$ cat src/rtl/tri_side_loader.sv
// Byte-serial a/b/c loader feeding a triangle-condition evaluation, with a
// valid/ready result port and saturating statistics counters.
module tri_side_loader #(
    parameter int W     = 8,
    parameter int CNT_W = 8
) (
    input  logic             clk,
    input  logic             rst,
    input  logic [W-1:0]     din,
    input  logic             din_valid,
    output logic             din_ready,
    input  logic             res_ready,
    output logic             res_valid,
    output logic             Q,
    output logic [W-1:0]     a,
    output logic [W-1:0]     b,
    output logic [W-1:0]     c,
    input  logic             clr_stats,
    output logic [CNT_W-1:0] total_cnt,
    output logic [CNT_W-1:0] tri_cnt
);

    typedef enum logic [2:0] {
        LOAD_A,
        LOAD_B,
        LOAD_C,
        EVAL,
        RESULT
    } state_t;

    state_t           state_q, state_d;
    logic [W-1:0]     a_q, a_d, b_q, b_d, c_q, c_d;
    logic             q_q, q_d;
    logic             rv_q, rv_d;
    logic [CNT_W-1:0] total_q, total_d, tcnt_q, tcnt_d;

    // One extra bit on each sum keeps e.g. 255+255 from wrapping.
    logic [W:0] sum_ab, sum_bc, sum_ac;
    logic       is_triangle;

    always_comb begin
        sum_ab      = {1'b0, a_q} + {1'b0, b_q};
        sum_bc      = {1'b0, b_q} + {1'b0, c_q};
        sum_ac      = {1'b0, a_q} + {1'b0, c_q};
        is_triangle = (sum_ab > {1'b0, c_q}) &&
                      (sum_bc > {1'b0, a_q}) &&
                      (sum_ac > {1'b0, b_q});
    end

    always_comb begin
        state_d   = state_q;
        a_d       = a_q;
        b_d       = b_q;
        c_d       = c_q;
        q_d       = q_q;
        rv_d      = rv_q;
        total_d   = total_q;
        tcnt_d    = tcnt_q;
        din_ready = 1'b0;

        case (state_q)
            LOAD_A: begin
                din_ready = 1'b1;
                if (din_valid) begin
                    a_d     = din;
                    state_d = LOAD_B;
                end
            end
            LOAD_B: begin
                din_ready = 1'b1;
                if (din_valid) begin
                    b_d     = din;
                    state_d = LOAD_C;
                end
            end
            LOAD_C: begin
                din_ready = 1'b1;
                if (din_valid) begin
                    c_d     = din;
                    state_d = EVAL;
                end
            end
            EVAL: begin
                q_d     = is_triangle;
                rv_d    = 1'b1;
                state_d = RESULT;
                if (total_q != '1) total_d = total_q + 1'b1;
                if (is_triangle && (tcnt_q != '1)) tcnt_d = tcnt_q + 1'b1;
            end
            RESULT: begin
                if (res_ready) begin
                    rv_d    = 1'b0;
                    state_d = LOAD_A;
                end
            end
            default: state_d = LOAD_A;
        endcase

        // Clear overrides a same-cycle EVAL increment.
        if (clr_stats) begin
            total_d = '0;
            tcnt_d  = '0;
        end
    end

    always_ff @(posedge clk) begin
        if (rst) begin
            state_q <= LOAD_A;
            a_q     <= '0;
            b_q     <= '0;
            c_q     <= '0;
            q_q     <= 1'b0;
            rv_q    <= 1'b0;
            total_q <= '0;
            tcnt_q  <= '0;
        end else begin
            state_q <= state_d;
            a_q     <= a_d;
            b_q     <= b_d;
            c_q     <= c_d;
            q_q     <= q_d;
            rv_q    <= rv_d;
            total_q <= total_d;
            tcnt_q  <= tcnt_d;
        end
    end

    assign res_valid = rv_q;
    assign Q         = q_q;
    assign a         = a_q;
    assign b         = b_q;
    assign c         = c_q;
    assign total_cnt = total_q;
    assign tri_cnt   = tcnt_q;

endmodule
$ cat config.mk
export PLATFORM = sky130hd
export DESIGN_NAME = tri_side_loader
export DESIGN_NICKNAME = d
export VERILOG_FILES = /design/src/rtl/tri_side_loader.sv
export SDC_FILE = /design/constraint.sdc
export NUM_CORES = 1
export LEC_CHECK = 0
export ABC_AREA = 1
export BUFFER_PORTS_ARGS = -buffer_cell sky130_fd_sc_hd__buf_2
export CAP_MARGIN = 30
export CORE_ASPECT_RATIO = 1.4
export CORE_MARGIN = 8
export CORE_UTILIZATION = 52
export CTS_CLUSTER_DIAMETER = 150
export CTS_CLUSTER_SIZE = 28
export DETAILED_ROUTE_END_ITERATION = 8
export GPL_ROUTABILITY_DRIVEN = 0
export PLACE_DENSITY = 0.77
export REMOVE_ABC_BUFFERS = 1
export SYNTH_ARGS = -nofsm -noshare
export SYNTH_HDL_FRONTEND = slang
export SYNTH_SLANG_ARGS = --single-unit
$ cat constraint.sdc
create_clock -name clk -period 2.4 [get_ports clk]
set_input_delay 0.48 -clock clk [delete_from_list [all_inputs] [get_ports clk]]
set_output_delay 0.48 -clock clk [all_outputs]
set_load 0.02 [all_outputs]
---- Word-level counts from Yosys, hierarchy flattened ----
Cells that the tools add are included.
storage, ports and cells
  memories ................................ 0
  flip-flop bits (word level) ............. 45
  input bits .............................. 13
  bits in latches ......................... 0
  memory bits (writable) .................. 0
  memory bits (read-only) ................. 0
cells by class
  $mul .................................... 0
  shift operators ......................... 0
  equality and inequality tests ........... 10
  muxes and demuxes ....................... 8
  magnitude comparators ................... 3
  $add $sub $neg .......................... 5
  reductions and logical operators ........ 14
  div/mod/pow operators ................... 0
  bitwise operators ....................... 0
operators by type and width
  operator                                       count
  adder 8 x 8 -> 9 bit                           3
  greater-than comparator 9 x 8 -> 1 bit         3
  adder 8 x 1 -> 8 bit, second input constant    2
  != test 8 bit, second input constant           2
  case mux 3 bit (5 select lines)                1
  two-way mux 3 bit                              4
  AND reduction 2 bit                            6
  != test 2 bit, second input constant           4
  == test 3 x 2 -> 1 bit, second input constant  2
  AND reduction 4 bit                            1
  == test 3 x 1 -> 1 bit, second input constant  1
  == test 3 bit, second input constant           1
  logical AND 1 bit                              3
  zero test 3 bit                                1
  OR reduction 3 bit                             1
  two-way mux 1 bit                              2
  case mux 1 bit (2 select lines)                1
  nonzero test 2 bit                             1
  OR reduction 2 bit                             1

---- Depth between registers and ports, before layout ----
Gate-level depths: netlist of run 1.
  word-level depth ........................ 6
  depth in mapped cells ................... 21

---- Least setup slack after synthesis of run 1 ----
No wires, ideal clock.
  path kind ............................... register to register
  from .................................... reg a_q[0], in the netlist a[0]
  to ...................................... reg tcnt_q[2], in the netlist tri_cnt[2]
  arrival ................................. 2.706 ns
  path buffers ............................ 0
  slack ................................... -0.419 ns
  cell stages (with the launch flop) ...... 19
  required time ........................... 2.287 ns
  cell sequence ........................... dfxtp_1 -> ha_1 -> inv_1 -> fa_1 -> o21ai_2 -> a31oi_1 -> xnor2_1 -> ha_1 -> a21o_1 -> a21oi_1 -> nand2_1 -> nand2_1 -> nand2_1 -> nand2_2 -> inv_2 -> nand4_2 -> clkinv_1 -> nor2_1 -> nor2_1
on the way
  cells in the longest elaborated chain, start to end .. 6
  elaborated cells between the ends (all ways) .. 9
ends and longest elaborated chain
  item                                      RTL line  RTL
  start: declaration                        32        logic [W-1:0] a_q, a_d, b_q, b_d, c_q, c_d;
  start signal: assignment                  109       a_q <= '0;
  start signal: assignment                  118       a_q <= a_d;
  adder 8 x 8 -> 9 bit                      42        sum_ab = {1'b0, a_q} + {1'b0, b_q};
  greater-than comparator 9 x 8 -> 1 bit    45        is_triangle = (sum_ab > {1'b0, c_q}) &&
  logical AND 1 bit                         45
  logical AND 1 bit (*)                     46        (sum_bc > {1'b0, a_q}) &&
  logical AND 1 bit (*)                     88        if (is_triangle && (tcnt_q != '1)) tcnt_d = tcnt_q + 1'b1;
  AND reduction 2 bit (no source line) (*)  n/a
  end signal: assignment                    124       tcnt_q <= tcnt_d;
  end: declaration                          35        logic [CNT_W-1:0] total_q, total_d, tcnt_q, tcnt_d;
Mark *: on every way between the ends. The rest lies on a longest branch, timed or not.
A chain may end at the register's enable or synchronous reset.

---- Final worst setup path of run 1 ----
  from .................................... reg a_q[0], in the netlist a[0]
  to ...................................... reg tcnt_q[5], in the netlist tri_cnt[5]
Same word-level chain as after synthesis.

==> flow_summary_export.csv, run 1 <==
group,metric,value,unit
status,status,"finished with violations",
status,violations,"negative setup slack",
place,post_dp_cell_area,4203,um2
place,dp_hpwl,7.550,mm
floorplan,die_width,84.96,um
timing,period_share,1.194,
power_and_ir_drop,total_power,2.556,mW
drt,vias,3601,
timing,tightest_slew,694.5,ps
layout,fin_cells,668,
place,place_ws,-535.5,ps
floorplan,ioPinCount,56,
worst_setup_path,cp_cell_sequence,"ha_4 -> inv_1 -> fa_2 -> o21ai_4 -> xor2_1 -> ha_1 -> nand2_2 -> nor2_4 -> nand2_1 -> nand3_1 -> nand2_1 -> nand2_1 -> nand2_1 -> nand2_2 -> nand2_4 -> a21oi_4 -> nand4_1 -> nand2_1 -> nor2_1",
hold_path,min_to,"Q",
worst_setup_path,crit_fanout,8,
worst_setup_path,crit_top_cell,"nand2_1",
floorplan,coreArea,6525,um2
yosys,synthCells,477,
clock_network,ctsHoldBuffers,0,
grt,grt_pass1_vias,3791,
place,dp_cells,653,
layout,syn2layout_area_growth,31.88,%
worst_setup_path,critPathSlowestCell,"fa_2",
drt,drc,0,
yosys,syn_area,3462,um2
layout,layout_common_cells,"inv_1 (79), nand2_1 (68), buf_4 (59)",
floorplan,rows,35,
worst_setup_path,worstReg2RegStart,"a[0]",
clock_network,tritoncts,"built",
clock_network,cts_max_path_buffers,2,
yosys,yosysWarnings,0,
yosys,synth_flop_cell,"dfxtp_1",
worst_setup_path,crit_path_start_kind,"flop",
timing,fin_ws,-466.0,ps
timing,setup_viol_count_final,9,
worst_setup_path,ff2ff_setup_slack,-470,ps
clock_network,root_buffer,"clkbuf_8",
worst_setup_path,end_kind,"flop",
clock_network,cts_sinks,45,
yosys,async_flop_share,0,
floorplan,die-height,112.5,um
yosys,synth_edf_count,0,
timing,maxSlewHeadroom,0.5365,
worst_setup_path,crit_start,"a[0]",
yosys,ys_types,36,
worst_setup_path,reg2reg_to,"tri_cnt[5]",
layout,n_antenna_cell,0,
timing,tns,-3855,ps
grt,grt_max_degree,26,
drt,drt_wl_total,10.20,mm
timing,report.final.slew_viol_count,0,
yosys,syn_area_per_cell,7.258,um2
worst_setup_path,cpPeakStageDelay,420,ps
yosys,synth-seq-cells,45,
layout,fin_nets,659,
power_and_ir_drop,vdd_drop_max,0.3106,mV
grt,grt_remaining_overflow,0,
hold_path,hp-start,"rst",
hold_path,hold_class,"in2reg",
timing,finalHoldViolCount,0,
layout,final_cell_area,4566,um2
grt,track_usage,0.2122,
floorplan,start_util,0.5306,
worst_setup_path,cp_num_buf_inv,1,
timing,max_freq,348.9,MHz
timing,finalClockSkew,6.099,ps
drt,antenna_left,0,
floorplan,dieArea,9562,um2
drt,first_pass_iters,7,
worst_setup_path,critPathTopFamily,"adder cells",
grt,grt_pass1_wl,16.73,mm
clock_network,numCtsBuffers,5,
layout,finalCoreUtilization,0.6997,
timing,hold_ws,425.2,ps
power_and_ir_drop,p_per_area,559.8,nW/um2
worst_setup_path,critPathKind,"reg2reg",
place,portBuffers,55,
grt,grt_antenna_before_repair,0,
clock_network,cts.reportedPaths.clkPinSlew,100,ps
worst_setup_path,r2r_cells,19,
drt,wire_per_inst,15.27,um
power_and_ir_drop,leakage,2.249,nW
clock_network,htreeDepth,2,
worst_setup_path,required,2610,ps
yosys,seq_area_frac_synth,0.2602,
layout,final_common_cell,"inv_1",
drt,dr.first_iter.drc_count,170,
timing,rsz0062_at_grt,"true",
job,max_cap_violations,0,
drt,vias_per_cell,5.391,
clock_network,insertion_delay,310,ps
layout,drive_above_1_share,0.3300,
worst_setup_path,arrival,3070,ps
hold_path,min_path_cells,2,
timing,fin_crit,2866,ps
[metal layers]
metal / GRT usage / vias to the layer above / share of wire / routed length, um
met2: 0.3959 / 102 / 0.53 / 5394
li1: - / 1787 / - / -
met4: 0.1098 / 0 / 0.035 / 358
met5: 0 / - / 0 / 0
met1: 0.2163 / 1682 / 0.39 / 3999
met3: 0.03874 / 30 / 0.044 / 447
[logic make-up after synthesis]
family,synth area share
AOI/OAI and AO/OA,0.1670
xor gates and xnor gates,0.05313
adders and majority gates,0.1980
buffers and inverters,0.1048
DFF,0.2602
and+or+nand+nor,0.2168
[synthesized netlist by cell type, types with 5 or more instances]
master	instances	area, um2
o21ai_0	33	165.2
o21ai_2	5	43.79
nor2_1	34	127.6
xor2_1	8	70.07
nand2_1	74	277.8
ha_1	50	625.6
a21oi_1	58	290.3
xnor2_1	13	113.9
inv_2	7	26.28
dfxtp_1	45	900.9
inv_1	81	304.0
nand4_1	11	68.82
nor2_2	6	37.54
nand3_1	14	70.07
[sequential cells by signal, indices dropped and copies added, names as in the netlist]
register,flops
Q,1
c,8
tri_cnt,8
b,8
state_q,3
res_valid,1
a,8
total_cnt,8
[where the power goes]
group          switching [mW]  internal, mW  total (mW)
clock                   0.292         0.206       0.498
sequential             0.0531         0.790       0.843
combinational           0.699         0.516        1.22
total                    1.04          1.51        2.56
[how the worst max path moves through the flow]
stage / to / slack, ps / cells after the start
4_1_cts: tri_cnt[0] / -380 / 20
3_3_place_gp: tri_cnt[1] / -450 / 19
3_5_place_dp: tri_cnt[0] / -540 / 18
5_1_grt: tri_cnt[5] / -670 / 18
2_1_floorplan: tri_cnt[2] / -420 / 18
6_report: tri_cnt[5] / -470 / 19
[layout make-up]
type / instances / area, um2
inverters: 90 / 342.8
clock buffers: 6 / 72.57
flip-flops and latches: 45 / 919.6
clock inverters: 2 / 15.01
repair buffers: 115 / 729.5
fillers: 512 / 1959
well taps: 74 / 92.59
multi-input cells: 336 / 2394
[what timing repair did]
action	CTS	global route
pin swaps	26	23
setup endpoints to repair	9	9
setup buffers	5	2
gates cloned	0	0
resized for setup	35	23
hold endpoints to repair	0	0
Power figures use the tool's default switching activity.
==> inputs of run 2 (changes only) <==
--- a/config.mk
+++ b/config.mk
@@ -16,6 +16,7 @@
 export DETAILED_ROUTE_END_ITERATION = 8
 export GPL_ROUTABILITY_DRIVEN = 0
 export PLACE_DENSITY = 0.77
+export RECOVER_POWER = 100
 export REMOVE_ABC_BUFFERS = 1
 export SYNTH_ARGS = -nofsm -noshare
 export SYNTH_HDL_FRONTEND = slang
==> flow_summary_export.csv, run 2 (synthesized netlist as in run 1, its figures left out) <==
group,metric,value,unit
timing,finalHoldViolCount,0,
worst_setup_path,crit_path_start_kind,"flop",
drt,vias_per_cell,5.394,
grt,grt_pass1_wl,16.73,mm
timing,setup_viol_count_final,9,
floorplan,die_width,84.96,um
layout,fin_nets,659,
place,place_ws,-535.5,ps
clock_network,cts.reportedPaths.clkPinSlew,100,ps
layout,finalCoreUtilization,0.6924,
power_and_ir_drop,leakage,2.100,nW
grt,track_usage,0.2122,
clock_network,cts_sinks,45,
floorplan,dieArea,9562,um2
place,portBuffers,55,
timing,max_freq,347.4,MHz
clock_network,insertion_delay,310,ps
clock_network,numCtsBuffers,5,
timing,tns,-3954,ps
layout,final_common_cell,"inv_1",
timing,fin_ws,-478.8,ps
drt,antenna_left,0,
floorplan,start_util,0.5306,
worst_setup_path,arrival,3090,ps
drt,drt_wl_total,10.17,mm
worst_setup_path,r2r_cells,18,
place,dp_cells,653,
layout,layout_common_cells,"inv_1 (80), nand2_1 (68), buf_4 (59)",
layout,n_antenna_cell,0,
worst_setup_path,end_kind,"flop",
layout,multi_input_area,2391,um2
drt,wire_per_inst,15.23,um
grt,grt_antenna_before_repair,0,
hold_path,min_to,"c[0]",
layout,syn2layout_area_growth,30.50,%
worst_setup_path,reg2reg_to,"tri_cnt[5]",
worst_setup_path,crit_fanout,8,
worst_setup_path,worstReg2RegStart,"a[3]",
hold_path,hold_class,"in2reg",
floorplan,coreArea,6525,um2
hold_path,hp-start,"din[0]",
timing,fin_crit,2879,ps
drt,dr.first_iter.drc_count,171,
drt,drc,0,
power_and_ir_drop,vdd_drop_max,0.3121,mV
worst_setup_path,ff2ff_setup_slack,-480,ps
timing,tightest_slew,707.4,ps
drt,vias,3603,
layout,regArea,919.6,um2
status,violations,"negative setup slack",
place,dp_hpwl,7.550,mm
floorplan,die-height,112.5,um
power_and_ir_drop,p_per_area,564.2,nW/um2
clock_network,tritoncts,"built",
timing,period_share,1.199,
layout,drive_above_1_share,0.2660,
timing,maxSlewHeadroom,0.5279,
clock_network,htreeDepth,2,
layout,fillers,534,
worst_setup_path,critPathKind,"reg2reg",
timing,report.final.slew_viol_count,0,
floorplan,ioPinCount,56,
drt,first_pass_iters,4,
floorplan,rows,35,
grt,grt_max_degree,26,
layout,fin_cells,668,
timing,finalClockSkew,8.258,ps
job,max_cap_violations,0,
clock_network,ctsHoldBuffers,0,
worst_setup_path,required,2610,ps
timing,rsz0062_at_grt,"true",
clock_network,cts_max_path_buffers,2,
grt,grt_pass1_vias,3791,
hold_path,min_path_cells,3,
status,status,"finished with violations",
grt,grt_remaining_overflow,0,
clock_network,root_buffer,"clkbuf_8",
[run 2: cell count changes in the layout (fill, tap and decap cells not counted)]
cell / delta
or2_0: +1
nor2_2: -1
inv_2: -1
or2_1: -1
buf_2: -36
inv_1: +1
nor2_1: +1
clkbuf_1: +36
[run 2: power by group]
group	internal [mW]	switching [mW]
combinational	0.508	0.699
clock	0.206	0.292
sequential	0.790	0.0534
total	1.50	1.04
[run 2: layer usage]
layer  global-route usage  wire [um]
met1               0.2163       3914
met2               0.3959       5415
met3              0.03874        463
met4               0.1098        377
met5                    0          0
[run 2: how the worst max path moves through the flow]
stage | start | slack, ps | end | depth (start not counted)
after global routing | a[3] | -670 | tri_cnt[5] | 18
after CTS | b[2] | -380 | tri_cnt[0] | 20
after detailed placement | a[0] | -540 | tri_cnt[0] | 18
final | a[3] | -480 | tri_cnt[5] | 18
after global placement | a[2] | -450 | tri_cnt[1] | 19
after floorplan | a[0] | -420 | tri_cnt[2] | 18
[run 2: layout make-up]
class	count	area share
Multi-Input combinational cell	336	0.5292
Clock inverter	2	0.003323
Tap cell	74	0.02049
Inverter	90	0.07588
Clock buffer	6	0.01606
Timing Repair Buffer	115	0.1515
Sequential cell	45	0.2035
[run 2: what timing repair did]
action | in CTS | in global routing
pin swaps | 26 | 23
gates cloned | 0 | 0
setup buffers | 5 | 2
resized for setup | 35 | 23
endpoints found under the setup margin | 9 | 9
[run 2: through the flow]
step / hold slack [ps] / total power [mW] / cell area (um2)
after CTS: 417.8 / 2.467 / 4452
after detailed placement: 469.5 / 1.907 / 4203
after global placement: 464.3 / 1.881 / 4203
after floorplan: 513.5 / 1.552 / 3437
final: 431.2 / 2.549 / 4518
after global routing: 455.3 / 2.702 / 4518
[run 2: critical path, stage by stage (launching register included)]
cell and delay (ps):
dfxtp_1 430, ha_1 310, a21oi_1 290, o21ai_4 120
xor2_1 170, ha_1 330, nand2_2 90, nor2_4 100
nand2_1 50, nand3_1 70, nand2_1 70, nand2_1 70
nand2_1 60, nand2_2 70, nand2_4 60, a21oi_4 230
nand4_1 140, nand2_1 80, nor2_1 40
